[config.mk]
export PLATFORM = sky130hd
export DESIGN_NAME = dff_pipe
export DESIGN_NICKNAME = d
export VERILOG_FILES = /design/src/rtl/dff_pipe.sv
export SDC_FILE = /design/constraint.sdc
export NUM_CORES = 1
export LEC_CHECK = 0
export CAP_MARGIN = 25
export CORE_MARGIN = 2
export CORE_UTILIZATION = 59
export DETAILED_ROUTE_END_ITERATION = 12
export DONT_BUFFER_PORTS = 1
export PLACE_DENSITY = 0.84
export RECOVER_POWER = 50
export SYNTH_ARGS = -nofsm -noshare
export SYNTH_HDL_FRONTEND = slang
export SYNTH_SLANG_ARGS = --single-unit
[constraint.sdc]
create_clock -name clk -period 1.75 [get_ports clk]
set_clock_uncertainty 0.15 [all_clocks]
set_input_delay 0.4375 -clock clk [delete_from_list [all_inputs] [get_ports clk]]
set_output_delay 0.4375 -clock clk [all_outputs]
set_load 0.02 [all_outputs]
[src/rtl/dff_pipe.sv]
// Valid/ready register pipeline of DEPTH stages. Each stage moves forward when its own ready is high.
// Optional synchronous flush port (flush_i) is compiled in by defining DFF_PIPE_FLUSH_EN.
module dff_pipe #(
  parameter int              WIDTH    = 8,
  parameter int              DEPTH    = 3,
  parameter int              RST_MODE = 2,
  parameter logic [WIDTH-1:0] RST_VAL = '0
) (
  input  logic                       clk,
  input  logic                       reset,
  input  logic                       in_valid_i,
  output logic                       in_ready_o,
  input  logic [WIDTH-1:0]           in_data_i,
  output logic                       out_valid_o,
  input  logic                       out_ready_i,
  output logic [WIDTH-1:0]           out_data_o,
`ifdef DFF_PIPE_FLUSH_EN
  input  logic                       flush_i,
`endif
  output logic [$clog2(DEPTH+1)-1:0] occupancy_o
);

  localparam int OCC_W = $clog2(DEPTH + 1);

  logic [1:0]       sync_q;
  logic             rst_sync;
  logic             flush;
  logic             in_fire;
  logic             all_full;
  logic [DEPTH-1:0] valid_q;
  logic [DEPTH-1:0] ready;
  logic [DEPTH-1:0] up_valid;
  logic [DEPTH-1:0] load;
  logic [WIDTH-1:0] up_data [DEPTH];
  logic [WIDTH-1:0] data_q  [DEPTH];
  logic [OCC_W-1:0] occ;

`ifdef DFF_PIPE_FLUSH_EN
  assign flush = flush_i;
`else
  assign flush = 1'b0;
`endif

  // Reset release synchronizer: set at once by reset, clears on the 2nd clk edge after reset falls.
  // NOTE: state registers use non-blocking (<=) so every flop samples pre-edge values.
  always_ff @(posedge clk or posedge reset) begin
    if (reset) sync_q <= 2'b11;
    else       sync_q <= {sync_q[0], 1'b0};
  end
  assign rst_sync = sync_q[1];

  // ready_k = !valid_k || ready_{k+1}, unrolled: a stage is ready unless it and every stage after
  // it are full and the sink is stalled. Unrolling avoids a combinational self-loop on one vector.
  // NOTE: every always_comb output gets a default first so no latch can be inferred.
  always_comb begin
    all_full = 1'b1;
    ready    = '0;
    for (int k = DEPTH - 1; k >= 0; k--) begin
      all_full = all_full & valid_q[k];
      ready[k] = out_ready_i | ~all_full;
    end
  end

  assign in_ready_o = ready[0] & ~rst_sync & ~flush;
  assign in_fire    = in_valid_i & in_ready_o;

  for (genvar k = 0; k < DEPTH; k++) begin : g_up
    if (k == 0) begin : g_head
      assign up_valid[k] = in_fire;
      assign up_data[k]  = in_data_i;
    end else begin : g_body
      assign up_valid[k] = valid_q[k-1];
      assign up_data[k]  = data_q[k-1];
    end
    assign load[k] = ready[k] & up_valid[k] & ~flush;
  end

  always_ff @(posedge clk or posedge reset) begin
    if (reset) begin
      valid_q <= '0;
    end else if (flush) begin
      valid_q <= '0;
    end else begin
      for (int k = 0; k < DEPTH; k++) begin
        if (ready[k]) valid_q[k] <= up_valid[k];
      end
    end
  end

  if (RST_MODE == 2) begin : g_data_async
    always_ff @(posedge clk or posedge reset) begin
      if (reset) begin
        for (int k = 0; k < DEPTH; k++) data_q[k] <= RST_VAL;
      end else begin
        for (int k = 0; k < DEPTH; k++) begin
          if (load[k]) data_q[k] <= up_data[k];
        end
      end
    end
  end else if (RST_MODE == 1) begin : g_data_sync
    always_ff @(posedge clk) begin
      if (rst_sync) begin
        for (int k = 0; k < DEPTH; k++) data_q[k] <= RST_VAL;
      end else begin
        for (int k = 0; k < DEPTH; k++) begin
          if (load[k]) data_q[k] <= up_data[k];
        end
      end
    end
  end else begin : g_data_noreset
    // NOTE: data storage is left unreset on purpose; valid_q alone marks what it means.
    always_ff @(posedge clk) begin
      for (int k = 0; k < DEPTH; k++) begin
        if (load[k]) data_q[k] <= up_data[k];
      end
    end
  end

  always_comb begin
    occ = '0;
    for (int k = 0; k < DEPTH; k++) occ = occ + OCC_W'(valid_q[k]);
  end

  assign occupancy_o = occ;
  assign out_valid_o = valid_q[DEPTH-1];
  assign out_data_o  = data_q[DEPTH-1];

endmodule

==> impl_metrics.csv <==
group,metric,value,unit
synth,yosysWarnings,0,
clocking,worst_skew_pair.late_latency,320,ps
power_and_ir_drop,netSwitchingFraction,0.306,
global_route,grt_remaining_overflow,0,
sta,final.period_utilization,1.13,
worst_setup_path,r2r_start,"valid_q[2]$_DFFE_PP0N_",
floorplan,rows,16,
global_route,grt_max_degree,30,
drt,dr.pass1.iters,4,
clocking,cts_tree,"built",
synth,syn_area,0.00117,mm²
floorplan,die_w,48.5,µm
cells_and_area,most_frequent_standard_cell_in_the_layout_excluding_fill_and_tap_cells,"sky130_fd_sc_hd__dfrtp_1",
floorplan,floorplan.initialDensity,0.609,
cells_and_area,syn2layout_area_growth,9.31,%
sta,setup_violations,3,
cells_and_area,final_layout_size_suffix_gt1_frac,0.566,
worst_setup_path,crit_buf_inv,0,
drt,antenna_nets_post_route,0,
worst_setup_path,critical_path_class,"flop to output port",
worst_setup_path,cpMaxStageDelayCell,"sky130_fd_sc_hd__fa_2",
worst_setup_path,critical_path.cell_chain,"fa_2",
global_route,grt_pass1_vias,592,
cells_and_area,layout.filler_cells,143,
drt,wire_per_inst,15.2,µm
cells_and_area,diodes,0,
synth,syn_nets,87,
sta,final.setup.worst_slack,-222,ps
run_status,violations,"negative setup slack",
power_and_ir_drop,pwr_density_cell,1390,mW/mm²
clocking,clock_sink_count,29,
floorplan,dieArea,0.00236,mm²
floorplan,placeableCoreArea,0.00192,mm²
cells_and_area,total_area_of_multi_input_combinational_cells,380,µm²
power_and_ir_drop,sequential_share_of_power,0.611,
synth,synth-seq-area-share,0.622,
drt,detailedRoute.firstIterationViolations,4,
worst_setup_path,path_delay_family,"adder cells",
floorplan,io_pins,24,
global_route,antenna_found_initial,0,
power_and_ir_drop,vdd.ir_drop.worst,0.000821,V
worst_setup_path,worstSetupEndpointType,"output port",
clocking,cts_max_path_buffers,2,
worst_setup_path,cp_slowest_stage_delay,640,ps
synth,syn-mean-instance-area,15.8,µm²
sta,tightest_slew,687,ps
worst_setup_path,worstPathMaxFanout,2,
power_and_ir_drop,p_switching,0.000542,W
power_and_ir_drop,pwr-share-clk,0.222,
cells_and_area,final-seq-area,731,µm²
cells_and_area,final_net_count,96,
cells_and_area,commonest_cells_after_routing_fill_and_taps_aside,"25 x sky130_fd_sc_hd__dfrtp_1, 24 x sky130_fd_sc_hd__mux2_2, 6 x sky130_fd_sc_hd__buf_4",
place,gpl.final_weighted_congestion,0.636,
drt,totalWireLength,1.67,mm
clocking,clkSlewWorstSetupHoldPaths,80,ps
worst_setup_path,start_kind,"flop",
worst_setup_path,arrival,1380,ps
min_path,worstHoldPathType,"input pin to flop",
global_route,groute.usage.overall,0.174,
sta,period_minus_slack,1970,ps
place,placement.setup.worst_slack,62.5,ps
synth,synthesis.instances,74,
sta,grt_setup_unrepaired,"true",
power_and_ir_drop,p_int,0.00123,W
sta,fmaxAchievable,507,MHz
sta,hold_viol_final,0,
sta,worst_slew_margin_rel,0.542,
run_status,status,"complete, but fails checks",
place,numPlacedInstances,96,
drt,vias,576,
drt,vias_per_cell,5.24,
worst_setup_path,r2r_end,"data_q[23]$_DFFE_PP0P_",
drt,drc,0,
floorplan,fp.dieH,48.5,µm
clocking,tritoncts.num_buffers,5,
min_path,hold_path.startpoint,"in_data_i[4]",
cells_and_area,finalNonFillerCells,110,
job,drv.max_cap_violation_count,0,
min_path,whs_path_depth,1,
worst_setup_path,cp_data_required_time,1160,ps
power_and_ir_drop,leakagePower,0.580,nW
clocking,clock_root_buffer,"sky130_fd_sc_hd__clkbuf_4",
power_and_ir_drop,combPwrFrac,0.167,
clocking,maximum_level_of_the_cts_h_tree,2,
worst_setup_path,setup.reg_to_reg.worst_slack,10,ps
synth,synth.lib_cells_used.distinct,14,
min_path,worstHoldEndpoint,"data_q[20]$_DFFE_PP0P_",
worst_setup_path,r2r_cells,5,
synth,yosys_register_bits,29,
sta,slew_violations,0,
place,count_of_port_buffers_added_during_placement,0,
global_route,global_route_wire_length_before_repair,2.85,mm
## flip-flops by register name, summed over array words and instances (netlist names)
| signal | count |
|---|---|
| data_q | 16 |
| sync_q | 2 |
| valid_q | 3 |
| out_data_o | 8 |
## how the worst max path moves through the flow
stage / startpoint / to / slack [ps] / cells past startpoint
CTS: valid_q[0]$_DFFE_PP0P_ / occupancy_o[0] / -220 / 1
detailed placement: valid_q[2]$_DFFE_PP0N_ / occupancy_o[0] / 60 / 1
global placement: valid_q[2]$_DFFE_PP0N_ / occupancy_o[0] / 100 / 1
global route: valid_q[1]$_DFFE_PP0P_ / occupancy_o[0] / -270 / 1
floorplan: valid_q[2]$_DFFE_PP0N_ / occupancy_o[0] / 10 / 1
finish: valid_q[1]$_DFFE_PP0P_ / occupancy_o[0] / -220 / 1
## power by group through the flow
stage	sequential, W	clock, W	combinational (W)
6_report	0.00108	0.000393	0.000296
5_1_grt	0.00111	0.000444	0.000324
4_1_cts	0.00109	0.000407	0.000301
3_5_place_dp	0.00111	0	0.000274
3_3_place_gp	0.00110	0	0.000260
2_1_floorplan	0.000945	0	0.000495
## per-layer routing
metal | part of all wire | vias to the layer above | track usage
met2 | 0.51 | 19 | 0.271
li1 | - | 260 | -
met4 | 0.028 | 0 | 0.110
met1 | 0.39 | 291 | 0.181
met5 | 0 | - | 0
met3 | 0.074 | 6 | 0.0988
## cell families (layout without fill, tap and decap cells)
group | Yosys count | in the layout | share of synthesized area
buffers and inverters | 9 | 18 | 0.0545
and+or+nand+nor | 10 | 10 | 0.0717
muxes | 24 | 24 | 0.231
other | 1 | 1 | 0.00321
DFF | 29 | 29 | 0.622
adders and majority gates | 1 | 1 | 0.0171
## through the flow
step / setup TNS [ps] / power [W] / hold slack (ps) / cell area, µm² / utilization
finish: -437 / 0.00177 / 115 / 1280 / 0.665
global route: -1070 / 0.00188 / 82.4 / 1280 / 0.665
CTS: -401 / 0.00180 / 102 / 1280 / 0.665
detailed placement: 0 / 0.00138 / 199 / 1170 / 0.608
global placement: 0 / 0.00136 / 195 / 1170 / 0.608
floorplan: 0 / 0.00144 / 195 / 1170 / -
## timing repair
action,in CTS,in global routing
hold buffers,1,0
hold endpoints to repair,27,0
pin swaps,1,2
setup buffers,4,2
endpoints found under the setup margin,3,3
resized for setup,4,1
## synth_stat cells
cell type	count	area (µm²)
sky130_fd_sc_hd__nand2b_1	3	18.8
sky130_fd_sc_hd__nor2b_1	1	6.26
sky130_fd_sc_hd__fa_1	1	20.0
sky130_fd_sc_hd__nand4b_2	1	15.0
sky130_fd_sc_hd__conb_1	1	3.75
sky130_fd_sc_hd__mux2_2	24	270
sky130_fd_sc_hd__dfstp_2	2	52.6
sky130_fd_sc_hd__dfrtp_1	27	676
sky130_fd_sc_hd__inv_1	1	3.75
sky130_fd_sc_hd__nand2_1	1	3.75
sky130_fd_sc_hd__nand2_2	2	12.5
sky130_fd_sc_hd__nand3b_1	1	7.51
sky130_fd_sc_hd__buf_4	8	60.1
sky130_fd_sc_hd__nand3b_4	1	20.0
## layout make-up
class	instances	area share
Multi-Input combinational cell	36	0.297
Timing Repair Buffer	10	0.0587
Clock buffer	7	0.0431
Tap cell	27	0.0264
Sequential cell	29	0.571
Inverter	1	0.00294
No activity file was read; power rests on OpenSTA's default activity.
